$ cat config.mk
export PLATFORM = sky130hd
export DESIGN_NAME = sevenseg_scan_driver
export DESIGN_NICKNAME = d
export VERILOG_FILES = /design/src/rtl/sevenseg_scan_driver.sv
export SDC_FILE = /design/constraint.sdc
export NUM_CORES = 1
export LEC_CHECK = 0
export ABC_AREA = 1
export BUFFER_PORTS_ARGS = -buffer_cell sky130_fd_sc_hd__clkbuf_2
export CAP_MARGIN = 25
export CORE_ASPECT_RATIO = 1.1
export CORE_MARGIN = 1.5
export CORE_UTILIZATION = 59
export CTS_BUF_LIST = sky130_fd_sc_hd__clkbuf_8
export DETAILED_ROUTE_END_ITERATION = 8
export PLACE_DENSITY_LB_ADDON = 0.25
export SLEW_MARGIN = 0
export SYNTH_ARGS = -nofsm -noshare
export SYNTH_HDL_FRONTEND = slang
export SYNTH_SLANG_ARGS = --single-unit
$ cat constraint.sdc
create_clock -name clk -period 2.2 [get_ports clk]
set_clock_uncertainty 0.1 [all_clocks]
set_input_delay 0.66 -clock clk [delete_from_list [all_inputs] [get_ports clk]]
set_output_delay 0.66 -clock clk [all_outputs]
set_load 0.1 [all_outputs]
$ cat src/rtl/sevenseg_scan_driver.sv
// rtl/sevenseg_scan_driver.sv - time-multiplexed common-anode seven-segment hex scan driver
//
// Ports:
//   clk     - system clock, all logic on rising edge
//   rst     - synchronous active-high reset
//   enable  - 1 = scan digits, 0 = display dark and scan parked at digit 0
//   load    - capture value/dp_in/lz_en into the shadow registers
//   value   - packed hex nibbles, digit 0 in the low nibble (rightmost)
//   dp_in   - per-digit decimal point request, 1 = lit
//   lz_en   - 1 = blank leading zero digits (digit 0 is never blanked)
//   seg     - {a,b,c,d,e,f,g}, active-low
//   dp      - decimal point, active-low
//   an      - digit anodes, active-low, at most one low at a time
module sevenseg_scan_driver #(
    parameter int NUM_DIGITS = 4,
    parameter int DIV_MAX    = 50000
) (
    input  logic                    clk,
    input  logic                    rst,
    input  logic                    enable,
    input  logic                    load,
    input  logic [4*NUM_DIGITS-1:0] value,
    input  logic [NUM_DIGITS-1:0]   dp_in,
    input  logic                    lz_en,
    output logic [6:0]              seg,
    output logic                    dp,
    output logic [NUM_DIGITS-1:0]   an
);

    localparam int PW = (DIV_MAX > 1) ? $clog2(DIV_MAX) : 1;
    localparam int IW = (NUM_DIGITS > 1) ? $clog2(NUM_DIGITS) : 1;

    localparam logic [PW-1:0] PCNT_LAST = PW'(DIV_MAX - 1);
    localparam logic [IW-1:0] IDX_LAST  = IW'(NUM_DIGITS - 1);

    logic [4*NUM_DIGITS-1:0] val_q;
    logic [NUM_DIGITS-1:0]   dp_q;
    logic                    lz_q;

    logic [PW-1:0] pcnt;
    logic [IW-1:0] idx;
    logic          tick;

    logic          upper_nz;
    logic          blanked;
    logic [3:0]    cur_nib;

    function automatic logic [6:0] glyph(input logic [3:0] nib);
        logic [6:0] g;
        case (nib)
            4'h0: g = 7'b0000001;
            4'h1: g = 7'b1001111;
            4'h2: g = 7'b0010010;
            4'h3: g = 7'b0000110;
            4'h4: g = 7'b1001100;
            4'h5: g = 7'b0100100;
            4'h6: g = 7'b0100000;
            4'h7: g = 7'b0001111;
            4'h8: g = 7'b0000000;
            4'h9: g = 7'b0001100;
            4'hA: g = 7'b0001000;
            4'hB: g = 7'b1100000;
            4'hC: g = 7'b0110001;
            4'hD: g = 7'b1000010;
            4'hE: g = 7'b0110000;
            default: g = 7'b0111000;
        endcase
        return g;
    endfunction

    assign tick = (pcnt == PCNT_LAST);

    // A digit is a leading zero when it and every more-significant nibble
    // are zero; the OR-reduction covers nibbles idx..NUM_DIGITS-1.
    always_comb begin
        upper_nz = 1'b0;
        for (int i = 0; i < NUM_DIGITS; i++) begin
            if ((IW'(i) >= idx) && (val_q[4*i +: 4] != 4'd0)) begin
                upper_nz = 1'b1;
            end
        end
        cur_nib = val_q[4*idx +: 4];
        blanked = lz_q && (idx != '0) && !upper_nz;
    end

    always_ff @(posedge clk) begin
        if (rst) begin
            val_q <= '0;
            dp_q  <= '0;
            lz_q  <= 1'b0;
            pcnt  <= '0;
            idx   <= '0;
            seg   <= 7'b1111111;
            dp    <= 1'b1;
            an    <= '1;
        end else begin
            // Shadows load independently of scanning so the datapath can
            // update the display while it is dark.
            if (load) begin
                val_q <= value;
                dp_q  <= dp_in;
                lz_q  <= lz_en;
            end

            if (enable) begin
                if (tick) begin
                    pcnt <= '0;
                    idx  <= (idx == IDX_LAST) ? '0 : idx + 1'b1;
                end else begin
                    pcnt <= pcnt + 1'b1;
                end
                // Pins follow the pre-edge idx/shadow state, so anode and
                // segment data always change together on the same edge.
                an  <= ~(NUM_DIGITS'(1) << idx);
                seg <= blanked ? 7'b1111111 : glyph(cur_nib);
                dp  <= ~dp_q[idx];
            end else begin
                pcnt <= '0;
                idx  <= '0;
                an   <= '1;
                seg  <= 7'b1111111;
                dp   <= 1'b1;
            end
        end
    end

endmodule
## Word-level counts from Yosys, hierarchy flattened

Memories as Yosys holds them, arrays and structs flattened. A register that Yosys moved wholly into a read port is not among the register bits.
Cells that the tools add are included.

- Bits in registers: 44
- Memory bits (read-only): 112
- Bits in writable memories: 0
- Latch bits: 0
- Logic and storage cells: 44
- Input port bits: 25
- Memories: 1

Memories:

| memory | words | bits a word | read ports | clocked after memory_dff | write ports | line | source |
|---|---|---|---|---|---|---|---|
| (no name shown) | 16 | 7 | 1 | 1 | 0 | 50 | `case (nib)` |

- Bitwise logic cells: 3
- Multiply operators: 0
- Divide/modulo/power cells: 0
- Equal/unequal tests: 2
- $add $sub $neg: 2
- Multiplexer cells: 7
- Shift-type cells: 2
- Magnitude comparators: 5
- Reductions and logical operators: 15

Operators with widths:

| kind | count |
|---|---|
| adder 16 x 1 -> 16 bit, second input constant | 1 |
| equality test 16 bit, second input constant | 1 |
| nonzero test 4 bit | 4 |
| indexed part select 16 x 5 -> 4 bit | 1 |
| logical AND 1 bit | 6 |
| OR reduction 3 bit | 2 |
| 2-to-1 mux 1 bit | 5 |
| >= comparator 1 x 2 -> 1 bit, first input constant | 2 |
| >= comparator 2 bit, first input constant | 2 |
| inverter 4 bit | 1 |
| << shifter 1 x 2 -> 4 bit, first input constant | 1 |
| < comparator 2 x 3 -> 1 bit, second input constant | 1 |
| adder 2 x 1 -> 2 bit, second input constant | 1 |
| binary-select mux 1 bit (select 2 bit) | 1 |
| equality test 2 bit, second input constant | 1 |
| 2-to-1 mux 2 bit | 1 |
| inverter 1 bit | 2 |
| nonzero test 2 bit | 1 |
| OR reduction 2 bit | 1 |
| zero test 1 bit | 1 |

## Depth between registers and ports, before layout

Gate-level depths: netlist (run 1).

- Depth in word-level cells: 9
- Mapped depth: 11

## Worst setup path after synthesis (run 1)

Ideal clock, no wire load.

- Path kind: reg2out
- Start point: register an[0]
- End point: output port an[0]
- Data required time: 1.440 ns
- Cell stages (with the launch flop): 1
- Setup slack: 0.531 ns
- Data arrival time: 0.909 ns
- Buffers on the path: 0
- Path through: dfxtp_1

RTL lines:

| item | line | source |
|---|---|---|
| start: declaration | 27 | `output logic [NUM_DIGITS-1:0] an` |
| start signal: assignment | 114 | `an <= ~(NUM_DIGITS'(1) << idx);` |

No word-level cell between the ends.

## Worst setup path in the final report (run 1)

- Start point: register dp
- End point: output port dp

RTL lines:

| item | line | source |
|---|---|---|
| start: declaration | 26 | `output logic dp,` |
| start signal: assignment | 116 | `dp <= ~dp_q[idx];` |

No word-level cell between the ends.

==> qor.csv, run 1 <==
stage,metric,value,unit
setup_path,critical path class,flip-flop to output pin,
yosys,post-synthesis mux area share,0,%
timing,Achievable Freq,0.5446,GHz
global_routing,number of global-route vias before repair,1977,
setup_path,crit start category,flip-flop,
power,combinational share of power,12.4,%
yosys,post-synthesis cell count,345,
final_layout,# nets final,421,
detailed_routing,# DRC,0,
placed_design,RePlAce Congestion,0.8905,
global_routing,grt ovf,0,
detailed_routing,initial drt markers,92,
run,MaxCap Viol Count,0,
power,sw frac,26.12,%
floorplanning,die area,4608,µm²
final_layout,non-filler instance count after layout,437,
detailed_routing,final WL,4.651,mm
yosys,main combinational cell family by area after synthesis,simple AND/OR/NAND/NOR gates,
yosys,Synth Area in XOR/XNOR,2.116,%
power,P_leak,0.001202,µW
detailed_routing,Initial DRT Pass Iterations,5,
detailed_routing,Vias/cell,5.089,
power,Pwr Density,652.1,nW/µm²
floorplanning,core footprint,3994,µm²
placed_design,port bufs,36,
placed_design,placed cell count,429,
power,"Power, Total",1842,µW
clock_network,"Hold-fix buffers, CTS",0,
min_path,Hold Path Class,flip-flop to flip-flop,
placed_design,HPWL Detailed,3.514,mm
setup_path,Crit Path Max Fanout,1,
timing,Min Hold Slack,349.6,ps
global_routing,global-route wire length before repair,8.328,mm
yosys,Post-Synth Simple-Gate Area,36.78,%
setup_path,CP Cell Sequence,clkbuf_2,
yosys,Synth warnings,0,
yosys,number of flops mapped to enable cells by yosys,0,
floorplanning,top-level port count,37,
detailed_routing,Via Count,2224,
final_layout,fraction of layout cells with a size suffix above 1,18.18,%
power,power share of the sequential group,52.9,%
setup_path,Buffers & Inverters on Critical Path,1,
floorplanning,Die Height,71.05,µm
clock_network,clock latency on the worst-skew pair,300,ps
floorplanning,Initial Util,62.19,%
clock_network,Post-CTS Repair Setup Buffers,0,
timing,Setup TNS Final,0,ps
detailed_routing,DRT antenna net count,0,
yosys,Mapped Avg Cell Area,7.199,µm²
clock_network,"CTS clk-pin slew, worst paths",90,ps
power,Psw,481.1,µW
global_routing,pin count of the biggest net entering global routing,24,
clock_network,Sink Count,51,
yosys,adder-cell share of the synthesized area,6.045,%
yosys,Yosys cell types,27,
setup_path,CP max-delay cell,clkbuf_2,
clock_network,TritonCTS clock tree,done,
timing,final setup vio count,0,
yosys,post-synthesis sequential area ratio,41.11,%
global_routing,initial antenna violation count,0,
clock_network,clk root buf,clkbuf_8,
setup_path,crit path DAT,1080,ps
floorplanning,Die Wd,64.86,µm
setup_path,CP max stage delay,450,ps
timing,RSZ-0062 raised after global routing,no,
yosys,Compound-Gate Fraction of Synth Area,7.254,%
clock_network,cts bufs inserted,5,
detailed_routing,Routed wire per std cell,10.64,µm
floorplanning,# rows,24,
timing,Worst Max-Slew Pin Slew,596.6,ps
timing,max_slew headroom,60.18,%
timing,period utilisation layout,83.46,%
setup_path,crit end category,output pin,
power,clock power share,34.7,%
timing,Fin. Hold Viols,0,
yosys,Mapped Area,2484,µm²
final_layout,area grow syn2layout,13.70,%
power,P_int,1361,µW
timing,Slew Limit Fails,0,
run_status,status,"complete, no violations",
clock_network,CTS-repair resized insts,0,
power,Max VDD drop,474.1,µV
global_routing,gr usage total,22.39,%
setup_path,"Largest delay share family, worst path",buffers and inverters,
yosys,ys flop type,dfxtp_1,
yosys,Syn Nets,382,
clock_network,clock buffer depth,2,
timing,minimum clock period,1836,ps
final_layout,# diodes,0,
yosys,Async SR Flop Fraction,0,%
setup_path,Worst EP required,1440,ps
clock_network,H-tree levels,2,
yosys,"FF+latch count, synth",51,
[sequential cells by signal, summed over array words and instances (netlist names)]
signal / flops
pcnt: 16
val_q: 16
seg: 7
an: 4
dp_q: 4
idx: 2
dp: 1
lz_q: 1
[layer usage]
| metal | wire length (µm) | GRT usage, % | up-vias |
|---|---|---|---|
| li1 | - | - | 1174 |
| met1 | 2233 | 30.16 | 989 |
| met2 | 2122 | 36.20 | 55 |
| met3 | 240 | 4.928 | 6 |
| met4 | 55 | 6.383 | 0 |
| met5 | 0 | 0 | - |
[cell type report]
type	instances	area (µm²)
Inverter	29	111.4
Timing Repair Buffer	41	217.7
Clock inverter	3	43.79
Multi-Input combinational cell	256	1296
Tap cell	52	65.06
Clock buffer	5	68.82
Sequential cell	51	1021
Fill cell	354	1170
[path summary, 6_finish.rpt]
path              startpoint       to  slack [ps]  depth (start not counted)
setup / recovery          dp       dp         360                          1
hold / removal       pcnt[0]  pcnt[0]         350                          1
setup reg to reg      idx[0]   seg[1]         500                         10
hold reg to reg      pcnt[0]  pcnt[0]         350                          1
[Yosys cell counts, types with 2 or more instances]
library cell / instances / area share, %
a211oi_1: 2 / 0.60
a21oi_1: 29 / 5.8
buf_2: 2 / 0.40
buf_6: 2 / 0.91
clkbuf_1: 4 / 0.60
dfxtp_1: 51 / 41
ha_1: 12 / 6.0
inv_1: 25 / 3.8
inv_2: 3 / 0.45
nand2_1: 106 / 16
nand2_2: 5 / 1.3
nand2_4: 3 / 1.4
nand3_1: 35 / 7.1
nand3_4: 2 / 1.4
nand4_1: 5 / 1.3
nor2_1: 38 / 5.7
nor2_2: 3 / 0.76
nor3_1: 2 / 0.40
o21ai_0: 4 / 0.81
xor2_1: 5 / 1.8
[power groups by stage]
stage / Clock, µW / Combinational, µW / Sequential, µW
final: 639 / 228 / 974
after global routing: 685 / 254 / 978
after CTS: 653 / 229 / 974
after detailed placement: 0 / 229 / 996
after global placement: 0 / 226 / 995
after floorplan: 0 / 107 / 1060
[layout by cell type (no fill, tap or decap), types with 2 or more instances in the layout]
| cell type | Yosys | layout |
|---|---|---|
| a211oi_1 | 2 | 2 |
| a21oi_1 | 29 | 29 |
| buf_4 | 1 | 5 |
| clkbuf_2 | 0 | 36 |
| clkbuf_8 | 0 | 5 |
| dfxtp_1 | 51 | 51 |
| ha_1 | 12 | 12 |
| inv_1 | 25 | 25 |
| inv_2 | 3 | 3 |
| nand2_1 | 106 | 106 |
| nand2_2 | 5 | 5 |
| nand2_4 | 3 | 3 |
| nand3_1 | 35 | 35 |
| nand3_4 | 2 | 2 |
| nand4_1 | 5 | 5 |
| nor2_1 | 38 | 38 |
| nor2_2 | 3 | 3 |
| nor3_1 | 2 | 2 |
| o21ai_0 | 4 | 4 |
| xor2_1 | 5 | 5 |
[metrics by stage]
step,setup slack (ps),cell area [µm²],util [%]
6_report,363.8,2824,70.71
5_1_grt,312.1,2824,70.71
3_3_place_gp,547.0,2711,67.89
3_5_place_dp,520.4,2711,67.89
4_1_cts,350.3,2824,70.71
2_1_floorplan,531.0,2484,-
[cells by family (layout without fill, tap and decap cells)]
logic type,after synthesis,in the layout
and+or+nand+nor,203,203
DFF,51,51
buffers and inverters,38,78
AOI/OAI and AO/OA,35,35
adders and majority gates,12,12
xor gates and xnor gates,6,6
No activity file was read; power rests on OpenSTA's default activity.
==> run 2, diff against run 1 <==
--- a/config.mk
+++ b/config.mk
@@ -5,12 +5,12 @@
 export SDC_FILE = /design/constraint.sdc
 export NUM_CORES = 1
 export LEC_CHECK = 0
-export ABC_AREA = 1
+export ABC_AREA = 0
 export BUFFER_PORTS_ARGS = -buffer_cell sky130_fd_sc_hd__clkbuf_2
 export CAP_MARGIN = 25
 export CORE_ASPECT_RATIO = 1.1
 export CORE_MARGIN = 1.5
-export CORE_UTILIZATION = 59
+export CORE_UTILIZATION = 58
 export CTS_BUF_LIST = sky130_fd_sc_hd__clkbuf_8
 export DETAILED_ROUTE_END_ITERATION = 8
 export PLACE_DENSITY_LB_ADDON = 0.25
==> constraint.sdc (replaced) <==
create_clock -name clk -period 1.7 [get_ports clk]
set_clock_uncertainty 0.1 [all_clocks]
set_input_delay 0.51 -clock clk [delete_from_list [all_inputs] [get_ports clk]]
set_output_delay 0.51 -clock clk [all_outputs]
set_load 0.1 [all_outputs]
==> run 2 against run 1 <==
The flow now finishes with violations (setup timing). Sequential power rose by 30%. Core utilization rose by 14 points. Clock power rose by 11%. Area after synthesis fell by 7.1%. Worst hold slack got worse by 42 ps. Global-route usage rose by 5.4 points. Clock-buffer cell count did not move. Non-clock buffer count rose by 37. Worst setup slack got worse by 660 ps. Die area fell by 5.3%. Flip-flop and latch count did not move. Final area rose by 12%. Critical path type is now flip-flop to flip-flop.
==> qor.csv, run 2 <==
stage,metric,value,unit
timing,max_slew headroom,76.19,%
global_routing,pin count of the biggest net entering global routing,22,
final_layout,"most common cell after layout, fill and taps aside",dfxtp_1,
setup_path,Worst EP required,1800,ps
clock_network,"CTS clk-pin slew, worst paths",100,ps
yosys,number of flops mapped to enable cells by yosys,0,
yosys,post-synthesis sequential area ratio,44.25,%
setup_path,critical path class,flip-flop to flip-flop,
global_routing,global-route wire length before repair,9.522,mm
min_path,hold depth,2,
setup_path,Reg2Reg Depth,7,
floorplanning,core footprint,3712,µm²
min_path,Hold Startpoint,rst,
final_layout,fin area,3163,µm²
yosys,Syn Nets,273,
yosys,ys flop type,dfxtp_1,
setup_path,crit start category,flip-flop,
clock_network,Sink Count,51,
power,P_leak,0.001313,µW
timing,Worst Max-Slew Pin Slew,354.0,ps
detailed_routing,initial drt markers,236,
floorplanning,die area,4366,µm²
timing,Slew Limit Fails,0,
detailed_routing,DRT antenna net count,0,
power,sw frac,28.92,%
min_path,hold worst-path end,val_q[6],
setup_path,FF-to-FF setup slack,-290,ps
run,MaxCap Viol Count,0,
detailed_routing,Vias/cell,5.837,
clock_network,clock latency on the worst-skew pair,310,ps
yosys,Yosys cell types,43,
detailed_routing,Initial DRT Pass Iterations,5,
power,Pwr Density,761.0,nW/µm²
final_layout,most frequent cells in the layout,"dfxtp_1 (47), buf_4 (42), nor2_1 (40), clkbuf_2 (24), mux2i_1 (23)",
power,clock power share,29.5,%
timing,minimum clock period,1994,ps
yosys,"FF+latch count, synth",51,
timing,final setup margin,-293.8,ps
power,Psw,696.2,µW
detailed_routing,Via Count,2119,
detailed_routing,# DRC,0,
global_routing,initial antenna violation count,0,
setup_path,crit end category,flip-flop,
global_routing,gr usage total,27.77,%
global_routing,number of global-route vias before repair,2065,
clock_network,clk root buf,clkbuf_8,
clock_network,TritonCTS clock tree,done,
timing,final setup vio count,8,
clock_network,clock buffer depth,2,
clock_network,"Hold-fix buffers, CTS",0,
final_layout,# fillers,196,
floorplanning,top-level port count,37,
yosys,Mapped Area,2307,µm²
yosys,Post-synth top cells,"dfxtp_1 (51), nor2_1 (40), mux2i_1 (23)",
floorplanning,# rows,23,
yosys,Synth warnings,0,
final_layout,# nets final,349,
run_status,failing checks,setup timing,
floorplanning,Initial Util,62.15,%
clock_network,H-tree levels,2,
timing,Achievable Freq,0.5016,GHz
power,combinational share of power,17.7,%
placed_design,DP Area,2872,µm²
power,P_int,1711,µW
clock_network,cts bufs inserted,5,
detailed_routing,final WL,6.488,mm
timing,RSZ-0062 raised after global routing,yes,
floorplanning,Die Height,69.15,µm
detailed_routing,Routed wire per std cell,17.87,µm
power,Max VDD drop,646.6,µV
placed_design,port bufs,36,
setup_path,Crit Path Max Fanout,3,
yosys,Synth top area share,44.25,%
yosys,most common cell in the netlist,dfxtp_1,
final_layout,# diodes,0,
yosys,Async SR Flop Fraction,0,%
setup_path,reg-to-reg endpoint,seg[3],
yosys,post-synthesis cell count,236,
setup_path,crit path DAT,2090,ps
yosys,"top cells by area, synth","dfxtp_1 (44%), mux2i_1 (10%), ha_1 (6.5%)",
min_path,Hold Path Class,input port to flip-flop,
global_routing,grt ovf,0,
placed_design,HPWL Detailed,3.625,mm
setup_path,RR Startpoint,idx[0],
yosys,cell taking the most area after synthesis,dfxtp_1,
power,power share of the sequential group,52.7,%
run_status,status,finished with violations,
final_layout,fraction of layout cells with a size suffix above 1,38.34,%
placed_design,RePlAce Congestion,0.8572,
final_layout,Top Registers,"pcnt x16, val_q x16, seg x7",
timing,period utilisation layout,117.3,%
floorplanning,Die Wd,63.14,µm
timing,Setup TNS Final,-1562,ps
yosys,Mapped Avg Cell Area,9.776,µm²
timing,Fin. Hold Viols,0,
final_layout,area grow syn2layout,37.09,%
[run 2: changes by cell type in the layout (fill, tap and decap cells not counted), moves of 12 or more]
cell      previous run  this run
mux2i_1              0        23
clkbuf_2            36        24
inv_1               25         8
a21oi_1             29         5
nand2_1            106         9
nand3_1             35        10
buf_4                5        42
[run 2: logic make-up after synthesis]
kind of cell / after synthesis / share of synthesized area (%)
simple gates: 86 / 18.22
fa+ha+maj: 12 / 6.507
buf+inv: 22 / 4.555
compound gates: 25 / 6.942
flops: 51 / 44.25
mux: 29 / 15.35
xor+xnor: 11 / 4.176
[run 2: repair_timing]
item	4_1_cts	5_1_grt
cloned	1	0
resized for setup	10	22
endpoints found under the setup margin	7	12
pin swaps	4	12
buffers inserted	6	1
[run 2: per-layer routing]
layer	part of all wire, %	vias to the layer above	track usage, %
met2	49	127	46.69
met1	39	970	32.49
met3	6.9	40	5.383
li1	-	982	-
met4	5.4	0	16.54
met5	0	-	0
[run 2: metrics by stage]
step / power (µW) / cells / setup slack, ps / utilization [%] / hold slack, ps
6_report: 2407 / 363 / -293.8 / 85.20 / 307.9
5_1_grt: 2480 / 363 / -379.0 / 85.20 / 333.0
4_1_cts: 2372 / 362 / -227.8 / 82.47 / 312.3
3_5_place_dp: 1679 / 347 / -241.0 / 77.35 / 397.5
3_3_place_gp: 1669 / 347 / -177.7 / 77.35 / 375.3
2_1_floorplan: 1530 / 236 / -367.8 / - / 329.9
[run 2: area by class of cell]
type | count | area [µm²] | area share, %
well taps | 50 | 62.56 | 1.978
multi-input cells | 164 | 1323 | 41.81
flip-flops and latches | 51 | 1028 | 32.52
clock inverters | 3 | 18.77 | 0.5934
inverters | 12 | 47.55 | 1.503
repair buffers | 78 | 614.3 | 19.42
clock buffers | 5 | 68.82 | 2.176
[run 2: worst max-delay path, cell delays in order (launching register included)]
cell	delay, ps
dfxtp_4	380
mux4_2	530
inv_2	110
ha_4	210
inv_4	50
mux2_4	300
nor2_4	100
o31ai_2	80
[run 2: power by group through the flow]
stage	combinational, µW	clock [µW]	sequential (µW)
after global routing	448	759	1270
after global placement	379	0	1290
after floorplan	152	0	1380
after detailed placement	387	0	1290
final	427	711	1270
after CTS	406	701	1270
[run 2: worst max path at each step]
stage,from,end,depth (start not counted)
3_5_place_dp,idx[0],seg[3],7
2_1_floorplan,idx[0],seg[3],8
5_1_grt,idx[0],seg[3],7
6_report,idx[0],seg[3],7
3_3_place_gp,idx[0],seg[3],7
4_1_cts,idx[0],seg[3],7
